===== config.mk =====
export PLATFORM = sky130hd
export DESIGN_NAME = vga_scan_flat
export DESIGN_NICKNAME = d
export VERILOG_FILES = /design/src/rtl/vga_scan_if.sv /design/src/rtl/vga_scan.sv /design/src/flat_wrapper.sv
export SDC_FILE = /design/constraint.sdc
export NUM_CORES = 1
export LEC_CHECK = 0
export BUFFER_PORTS_ARGS = -buffer_cell sky130_fd_sc_hd__buf_2
export CORE_MARGIN = 2
export CORE_UTILIZATION = 54
export CTS_CLUSTER_SIZE = 14
export DETAILED_ROUTE_END_ITERATION = 6
export HOLD_SLACK_MARGIN = 0.1
export PLACE_DENSITY = 0.82
export SLEW_MARGIN = 40
export SYNTH_ARGS = -nofsm -noshare
export SYNTH_HDL_FRONTEND = slang
export SYNTH_SLANG_ARGS = --single-unit

===== constraint.sdc =====
create_clock -name clk -period 3.2 [get_ports clk]
set_input_delay 0.64 -clock clk [delete_from_list [all_inputs] [get_ports clk]]
set_output_delay 0.64 -clock clk [all_outputs]
set_load 0.01 [all_outputs]

===== src/rtl/vga_scan_if.sv =====
// Pixel bus between the raster scan generator, the colour renderers and the VGA pins.
// master = scan generator (drives coordinates and DAC side), slave = renderer/display side.
interface vga_scan_if;
  logic [9:0] x;
  logic [8:0] y;
  logic [7:0] pix_r;
  logic [7:0] pix_g;
  logic [7:0] pix_b;
  logic [7:0] vga_r;
  logic [7:0] vga_g;
  logic [7:0] vga_b;
  logic       vga_hs;
  logic       vga_vs;
  logic       vga_blank_n;
  logic       frame_start;

  modport master (
    output x, y,
    input  pix_r, pix_g, pix_b,
    output vga_r, vga_g, vga_b, vga_hs, vga_vs, vga_blank_n, frame_start
  );

  modport slave (
    input  x, y,
    output pix_r, pix_g, pix_b,
    input  vga_r, vga_g, vga_b, vga_hs, vga_vs, vga_blank_n, frame_start
  );
endinterface


===== src/rtl/vga_scan.sv =====
// 640x480@60 raster scan generator with a one-pixel registered colour/sync output stage.
// Optional macro VGA_SCALE_EN: x/y become the raster coordinate right-shifted by SCALE_SHIFT.
module vga_scan #(
  parameter int CLK_DIV     = 2,
  parameter int H_ACTIVE    = 640,
  parameter int H_FP        = 16,
  parameter int H_SYNC      = 96,
  parameter int H_BP        = 48,
  parameter int V_ACTIVE    = 480,
  parameter int V_FP        = 10,
  parameter int V_SYNC      = 2,
  parameter int V_BP        = 33,
  parameter int SCALE_SHIFT = 2
) (
  input logic        clk,
  input logic        reset_n,
  vga_scan_if.master vga
);

  localparam int H_TOTAL = H_ACTIVE + H_FP + H_SYNC + H_BP;
  localparam int V_TOTAL = V_ACTIVE + V_FP + V_SYNC + V_BP;
  localparam int DIV_W   = (CLK_DIV > 1) ? $clog2(CLK_DIV) : 1;

  localparam logic [DIV_W-1:0] DIV_MAX = DIV_W'(CLK_DIV - 1);
  localparam logic [9:0] H_LAST   = 10'(H_TOTAL - 1);
  localparam logic [9:0] V_LAST   = 10'(V_TOTAL - 1);
  localparam logic [9:0] H_ACT    = 10'(H_ACTIVE);
  localparam logic [9:0] V_ACT    = 10'(V_ACTIVE);
  localparam logic [9:0] HS_START = 10'(H_ACTIVE + H_FP);
  localparam logic [9:0] HS_END   = 10'(H_ACTIVE + H_FP + H_SYNC);
  localparam logic [9:0] VS_START = 10'(V_ACTIVE + V_FP);
  localparam logic [9:0] VS_END   = 10'(V_ACTIVE + V_FP + V_SYNC);

  logic [DIV_W-1:0] div;
  logic             pix_en;
  logic [9:0]       h_cnt;
  logic [9:0]       v_cnt;
  logic [9:0]       h_nxt;
  logic [9:0]       v_nxt;
  logic             h_wrap;
  logic             v_wrap;
  logic             act0;
  logic             nxt_act;
  logic             hs0;
  logic             vs0;
  logic [9:0]       x_nxt;
  logic [8:0]       y_nxt;

  // With CLK_DIV=1 DIV_MAX is 0, so div never moves and pix_en stays high.
  always_comb begin
    pix_en = (div == DIV_MAX);
    h_wrap = (h_cnt == H_LAST);
    v_wrap = (v_cnt == V_LAST);
    h_nxt  = h_wrap ? 10'd0 : h_cnt + 10'd1;
    v_nxt  = v_cnt;
    if (h_wrap) begin
      v_nxt = v_wrap ? 10'd0 : v_cnt + 10'd1;
    end
  end

  // Stage 0: decode of the position currently presented on x/y.
  always_comb begin
    act0    = (h_cnt < H_ACT) && (v_cnt < V_ACT);
    nxt_act = (h_nxt < H_ACT) && (v_nxt < V_ACT);
    hs0     = !((h_cnt >= HS_START) && (h_cnt < HS_END));
    vs0     = !((v_cnt >= VS_START) && (v_cnt < VS_END));
  end

  // Coordinates for the next pixel; clipped to 0 outside active video so y never overflows.
  always_comb begin
`ifdef VGA_SCALE_EN
    x_nxt = h_nxt >> SCALE_SHIFT;
    y_nxt = 9'(v_nxt >> SCALE_SHIFT);
`else
    x_nxt = h_nxt;
    y_nxt = v_nxt[8:0];
`endif
    if (!nxt_act) begin
      x_nxt = 10'd0;
      y_nxt = 9'd0;
    end
  end

  always_ff @(posedge clk or negedge reset_n) begin
    if (!reset_n) begin
      div <= '0;
    end else if (pix_en) begin
      div <= '0;
    end else begin
      div <= div + 1'b1;
    end
  end

  always_ff @(posedge clk or negedge reset_n) begin
    if (!reset_n) begin
      h_cnt <= 10'd0;
      v_cnt <= 10'd0;
      vga.x <= 10'd0;
      vga.y <= 9'd0;
    end else if (pix_en) begin
      h_cnt <= h_nxt;
      v_cnt <= v_nxt;
      vga.x <= x_nxt;
      vga.y <= y_nxt;
    end
  end

  // Output stage: colour and sync for the pixel that was on x/y during the last period.
  always_ff @(posedge clk or negedge reset_n) begin
    if (!reset_n) begin
      vga.vga_r       <= 8'd0;
      vga.vga_g       <= 8'd0;
      vga.vga_b       <= 8'd0;
      vga.vga_hs      <= 1'b1;
      vga.vga_vs      <= 1'b1;
      vga.vga_blank_n <= 1'b0;
    end else if (pix_en) begin
      vga.vga_r       <= act0 ? vga.pix_r : 8'd0;
      vga.vga_g       <= act0 ? vga.pix_g : 8'd0;
      vga.vga_b       <= act0 ? vga.pix_b : 8'd0;
      vga.vga_hs      <= hs0;
      vga.vga_vs      <= vs0;
      vga.vga_blank_n <= act0;
    end
  end

  always_ff @(posedge clk or negedge reset_n) begin
    if (!reset_n) begin
      vga.frame_start <= 1'b0;
    end else begin
      vga.frame_start <= pix_en && h_wrap && v_wrap;
    end
  end

endmodule


===== src/flat_wrapper.sv =====
// flat-port wrapper written by rule: the top's interface ports become plain ports
module vga_scan_flat 
#(
  parameter int CLK_DIV     = 2,
  parameter int H_ACTIVE    = 640,
  parameter int H_FP        = 16,
  parameter int H_SYNC      = 96,
  parameter int H_BP        = 48,
  parameter int V_ACTIVE    = 480,
  parameter int V_FP        = 10,
  parameter int V_SYNC      = 2,
  parameter int V_BP        = 33,
  parameter int SCALE_SHIFT = 2
)
  (clk, reset_n, vga_x, vga_y, vga_pix_r, vga_pix_g, vga_pix_b, vga_vga_r, vga_vga_g, vga_vga_b, vga_vga_hs, vga_vga_vs, vga_vga_blank_n, vga_frame_start);
  vga_scan_if vga_i ();
  input logic clk;
  input logic reset_n;
  output wire logic [$bits(vga_i.x)-1:0] vga_x;
  output wire logic [$bits(vga_i.y)-1:0] vga_y;
  input wire logic [$bits(vga_i.pix_r)-1:0] vga_pix_r;
  input wire logic [$bits(vga_i.pix_g)-1:0] vga_pix_g;
  input wire logic [$bits(vga_i.pix_b)-1:0] vga_pix_b;
  output wire logic [$bits(vga_i.vga_r)-1:0] vga_vga_r;
  output wire logic [$bits(vga_i.vga_g)-1:0] vga_vga_g;
  output wire logic [$bits(vga_i.vga_b)-1:0] vga_vga_b;
  output wire logic [$bits(vga_i.vga_hs)-1:0] vga_vga_hs;
  output wire logic [$bits(vga_i.vga_vs)-1:0] vga_vga_vs;
  output wire logic [$bits(vga_i.vga_blank_n)-1:0] vga_vga_blank_n;
  output wire logic [$bits(vga_i.frame_start)-1:0] vga_frame_start;
  assign vga_x = vga_i.x;
  assign vga_y = vga_i.y;
  assign vga_i.pix_r = vga_pix_r;
  assign vga_i.pix_g = vga_pix_g;
  assign vga_i.pix_b = vga_pix_b;
  assign vga_vga_r = vga_i.vga_r;
  assign vga_vga_g = vga_i.vga_g;
  assign vga_vga_b = vga_i.vga_b;
  assign vga_vga_hs = vga_i.vga_hs;
  assign vga_vga_vs = vga_i.vga_vs;
  assign vga_vga_blank_n = vga_i.vga_blank_n;
  assign vga_frame_start = vga_i.frame_start;
  vga_scan #(.CLK_DIV(CLK_DIV), .H_ACTIVE(H_ACTIVE), .H_FP(H_FP), .H_SYNC(H_SYNC), .H_BP(H_BP), .V_ACTIVE(V_ACTIVE), .V_FP(V_FP), .V_SYNC(V_SYNC), .V_BP(V_BP), .SCALE_SHIFT(SCALE_SHIFT)) u_core (.clk(clk), .reset_n(reset_n), .vga(vga_i));
endmodule

* After elaboration in Yosys (flattened, before gate mapping)
Cells that the tools add are included.
** Operators by class
- $add $sub $neg :: 3
- Order comparisons :: 8
- Equality and inequality tests :: 2
- Muxes and demuxes :: 9
- Reduce and logical (&&, ||, !) cells :: 8
** Operator list (number)
- 2-to-1 mux 10 bit :: 4
- less-than comparator 10 bit, second input constant :: 3
- less-than comparator 10 x 9 -> 1 bit, second input constant :: 3
- 2-to-1 mux 8 bit :: 3
- adder 10 x 1 -> 10 bit, second input constant :: 2
- equality test 10 bit, second input constant :: 2
- greater-or-equal comparator 10 bit, second input constant :: 1
- greater-or-equal comparator 10 x 9 -> 1 bit, second input constant :: 1
- 2-to-1 mux 9 bit :: 1
- logical AND 1 bit :: 6
- logical NOT 1 bit :: 2
- adder 1 bit, second input constant :: 1
- 2-to-1 mux 1 bit :: 1
** Storage, ports and cells
- Register bits :: 68
- Input port bits :: 26
- Output and inout port bits :: 47
- Logic and storage cells :: 42

* Depth between registers and ports, before layout
- Depth in word-level cells :: 6
- Mapped depth :: 8
- Mapped depth without buffers :: 6

* Worst setup path after synthesis
No wires, ideal clock.
- Kind :: register to register
- From :: register u_core.h_cnt[5]
- To :: register u_core.vga.x[0]
- Data arrival time :: 2279 ps
- Data required time :: 3061 ps
- Setup slack :: 782 ps
- Stages on the path, launching flop included :: 8
- Path buffers :: 2
- Cell sequence :: dfrtp_1 > buf_6 > or4b_4 > nor4_4 > xnor2_1 > o32ai_4 > buf_6 > o32ai_1
** On the way
- Word-level cells in the longest chain between the ends :: 5
** RTL lines
- start, declared :: RTL line vga_scan.sv:36 : logic [9:0] h_cnt;
- start signal, assigned :: RTL line vga_scan.sv:101 : h_cnt <= h_nxt;
- adder 10 x 1 -> 10 bit / equality test 10 bit (equally long branches) :: RTL line vga_scan.sv:54, vga_scan.sv:52
- 2-to-1 mux 10 bit (on tied branches) :: RTL line vga_scan.sv:54, vga_scan.sv:56
- less-than comparator 10 bit / less-than comparator 10 x 9 -> 1 bit (equally long branches) :: RTL line vga_scan.sv:64 : nxt_act = (h_nxt < H_ACT) && (v_nxt < V_ACT);
- logical AND 1 bit :: RTL line vga_scan.sv:64
- 2-to-1 mux 10 bit * :: RTL line vga_scan.sv:78 : if (!nxt_act) begin
- end signal, assigned :: RTL line vga_scan.sv:103 : vga.x <= x_nxt;
- end, declared :: RTL line vga_scan_if.sv:18 : output x, y,
Mark *: on every way between the ends. The rest lies on a longest branch, timed or not.
A chain may end at the register's enable or synchronous reset.

* Worst setup path in the final report
- From :: register u_core.h_cnt[5]
- To :: register u_core.vga.x[4]
Same word-level chain as after synthesis.

==> results.md <==
* Num rows at 28
* Total of hold buffers inserted after clock tree synthesis at 0
* Final setup violation count at 0
* Worst hold slack at 0.241 ns
* Req. time, crit path at 3.42 ns
* Buffer depth of the longest clock path at 2
* Primary flip-flop cell chosen by synthesis mapping: dfrtp_1
* Commonest cells after routing, fill and taps aside: 71 x buf_2, 66 x dfrtp_1, 26 x nand2_1
* Status: complete, no violations
* Number of sinks on the clock net at 68
* Cell Pwr Density at 441 nW/um^2
* XOR/XNOR share of the synthesized area at 0.0458
* Htree depth at 3
* Crit path max-delay family: simple AND/OR/NAND/NOR gates
* Compound-Gate Fraction of Synth Area at 0.206
* Type of the most critical hold path: in -> async
* Syn nets at 328
* Final antenna-violating net count at 0
* Commonest non-fill, non-tap cell in the layout: buf_2
* Die footprint at 6650 um^2
* RSZ-0062 raised after global routing: false
* List of cells traversed by the critical path: or4b_4 -> nor4_4 -> xnor2_1 -> o32ai_4 -> buf_4 -> o41ai_1
* Gr usage total at 0.217
* Overall Power at 1710 uW
* Final min period at 2.63 ns
* Placed instance count at 433
* Synth warnings at 0
* Share of final-layout standard cells stronger than drive strength 1 at 0.299
* Max capacitance violation total at 0
* Number of antenna violations at the first check in global routing at 0
* Resized cells post-CTS at 0
* Portion of the post-synthesis area used by sequential elements at 0.524
* Antenna diodes at 0
* Type of destination of the critical path: register
* Post-synth EDFFs at 0
* Number of DRC violations after detailed routing at 0
* Total number of nets in the final design at 399
* Flop and latch count out of synthesis at 68
* Total number of vias at 2,555
* Per-cell via count in the routed design at 5.69
* Synthesized instance count at 298
* Post-detailed-routing wire length at 7070 um
* Number of CTS-inserted buffers at 9
* Leakage dissipation at 0.00185 uW
* Master cell of the clock root buffer: clkbuf_8
* Post-synth ARST share at 1.00
* Chip Height at 81.6 um
* Via count of the first global-routing pass at 2,249
* Slowest-stage cell, CP: or4b_4
* Upper clock frequency limit at 0.381 GHz
* Number of setup buffers added after CTS at 0
* Latest clock arrival within the worst-skew pair at 0.34 ns
* Final worst-path cycle share at 0.821
* Bufs and invs on worst path at 1
* Maximum number of pins on one net before global-route repair at 38
* Initial drt markers at 166
* Critical path fanouts, max at 19
* Worst-margin pin slew at 0.469 ns
* Placer congestion estimate at 0.904
* Max-slew violation count at 0
* Synthesized area divided by synthesized cell count at 10.9 um^2
* Synth Area in Adders at 0.0154
* Nature of the critical path startpoint: register
* Number of library cell types mapped by synthesis at 48
* Area growth syn-to-layout at 19.3%
* Layout Skew at 0.00755 ns
* Setup_tns at 0 ns
* Die width at 81.6 um
* First-pass iteration count of the detailed router at 4
* Number of fill cells in the layout at 459
* Count of non-filler cells in the finished layout at 449
* Peak supply drop at 231 uV
* Headroom to the max-slew limit at 0.687
* Delay contributed by the slowest stage of the critical path at 0.63 ns
* Number of buffer cells added on primary ports at 72
* TritonCTS clock tree: yes
* Mux share of post-synthesis cell area at 0.00308
* Final Hold Fails at 0
* IO Pins at 73
* Largest family of logic cells by synthesized area: compound AO/OA/AOI/OAI gates
* Starting Density at 0.555
* Total overflow reported by the global router at 0
* Mean routed wirelength per cell at 15.7 um
* First-pass GRT wire length at 11,000 um
* Core Footprint at 5850 um^2
* Category of the most critical setup path: reg -> reg
* Arr. time, crit path at 2.85 ns
* Half-perimeter wire length of the detailed placement result at 4900 um
* Summed instance area of the synthesized netlist at 3250 um^2
* Clock transition time at the flip-flop clock pins of the worst setup and hold paths at 0.07 ns
* Simple-gate share of the synthesized area at 0.136
metal layers:
metal / up-vias / wire (um) / GRT usage
li1: 1227 / - / -
met2: 108 / 3210 / 0.349
met3: 7 / 622 / 0.0516
met5: - / 0 / 0
met1: 1213 / 3170 / 0.287
met4: 0 / 59 / 0.0817
path summary, 6_finish.rpt:
kind                                              from                         endpoint  slack, ns  cells after the start
max                        u_core.h_cnt[5]$_DFFE_PN0P_      u_core.vga.x[4]$_DFFE_PN0P_       0.57                      6
min                                            reset_n  u_core.vga.vga_b[3]$_DFFE_PN0P_       0.24                      1
max reg2reg                u_core.h_cnt[5]$_DFFE_PN0P_      u_core.vga.x[4]$_DFFE_PN0P_       0.57                      6
min reg2reg                u_core.vga.y[7]$_DFFE_PN0P_      u_core.vga.y[7]$_DFFE_PN0P_       0.47                      2
max in group asynchronous                      reset_n      u_core.v_cnt[8]$_DFFE_PN0P_       2.44                      2
min in group clk           u_core.vga.y[7]$_DFFE_PN0P_      u_core.vga.y[7]$_DFFE_PN0P_       0.47                      2
logic make-up after synthesis:
| kind of cell | after synthesis |
|---|---|
| DFF | 68 |
| xor gates and xnor gates | 17 |
| buffers and inverters | 45 |
| AOI/OAI and AO/OA | 84 |
| adders and majority gates | 4 |
| and+or+nand+nor | 79 |
| muxes | 1 |
worst reg2reg max path, stage by stage (launching register included):
cell and delay (ns):
dfrtp_1 0.45, or4b_4 0.63, nor4_4 0.47, xnor2_1 0.25, o32ai_4 0.11, buf_4 0.23
o41ai_1 0.38
stage by stage:
step	util	area (um^2)	setup slack, ns
floorplan	-	3250	0.782
global placement	0.624	3650	0.682
detailed placement	0.624	3650	0.572
CTS	0.662	3870	0.575
global route	0.663	3880	0.330
finish	0.663	3880	0.574
Yosys cell counts (3+ instances only):
| master | instances | share of area |
|---|---|---|
| ha_1 | 4 | 0.015 |
| buf_4 | 6 | 0.014 |
| dfrtp_1 | 66 | 0.51 |
| nor2_1 | 9 | 0.010 |
| nand2_1 | 26 | 0.030 |
| clkbuf_1 | 8 | 0.0092 |
| o41ai_1 | 10 | 0.027 |
| a21oi_1 | 4 | 0.0062 |
| a21o_1 | 5 | 0.012 |
| o32ai_1 | 7 | 0.019 |
| buf_6 | 4 | 0.014 |
| nand4_1 | 3 | 0.0058 |
| nor3_1 | 7 | 0.011 |
| xnor2_1 | 15 | 0.040 |
| nor4_1 | 3 | 0.0058 |
| o21ai_0 | 20 | 0.031 |
| nand3_1 | 13 | 0.020 |
| o31ai_1 | 3 | 0.0069 |
| inv_1 | 23 | 0.027 |
| a22o_1 | 24 | 0.065 |
power by group:
part / total [uW] / internal (uW) / switching (uW)
logic: 73.3 / 34.5 / 38.8
registers: 883 / 875 / 7.80
clock network: 752 / 444 / 308
cell type report:
type	count	area [um^2]	share of cell area
clock buffer	13	179	0.0462
clock inverter	3	42.5	0.0110
inverter	24	90.1	0.0232
multi-input combinational	185	1320	0.342
sequential	68	1700	0.440
tap	75	93.8	0.0242
timing repair buffer	81	443	0.114
sequential cells by signal, summed over array words and instances, names as in the netlist:
register                flops
u_core.h_cnt               10
u_core.v_cnt               10
u_core.vga.x               10
u_core.vga.y                9
u_core.vga.vga_b            8
u_core.vga.vga_g            8
u_core.vga.vga_r            8
u_core.div                  1
u_core.vga.frame_start      1
u_core.vga.vga_blank_n      1
u_core.vga.vga_hs           1
u_core.vga.vga_vs           1
No activity file was read; power rests on OpenSTA's default activity.
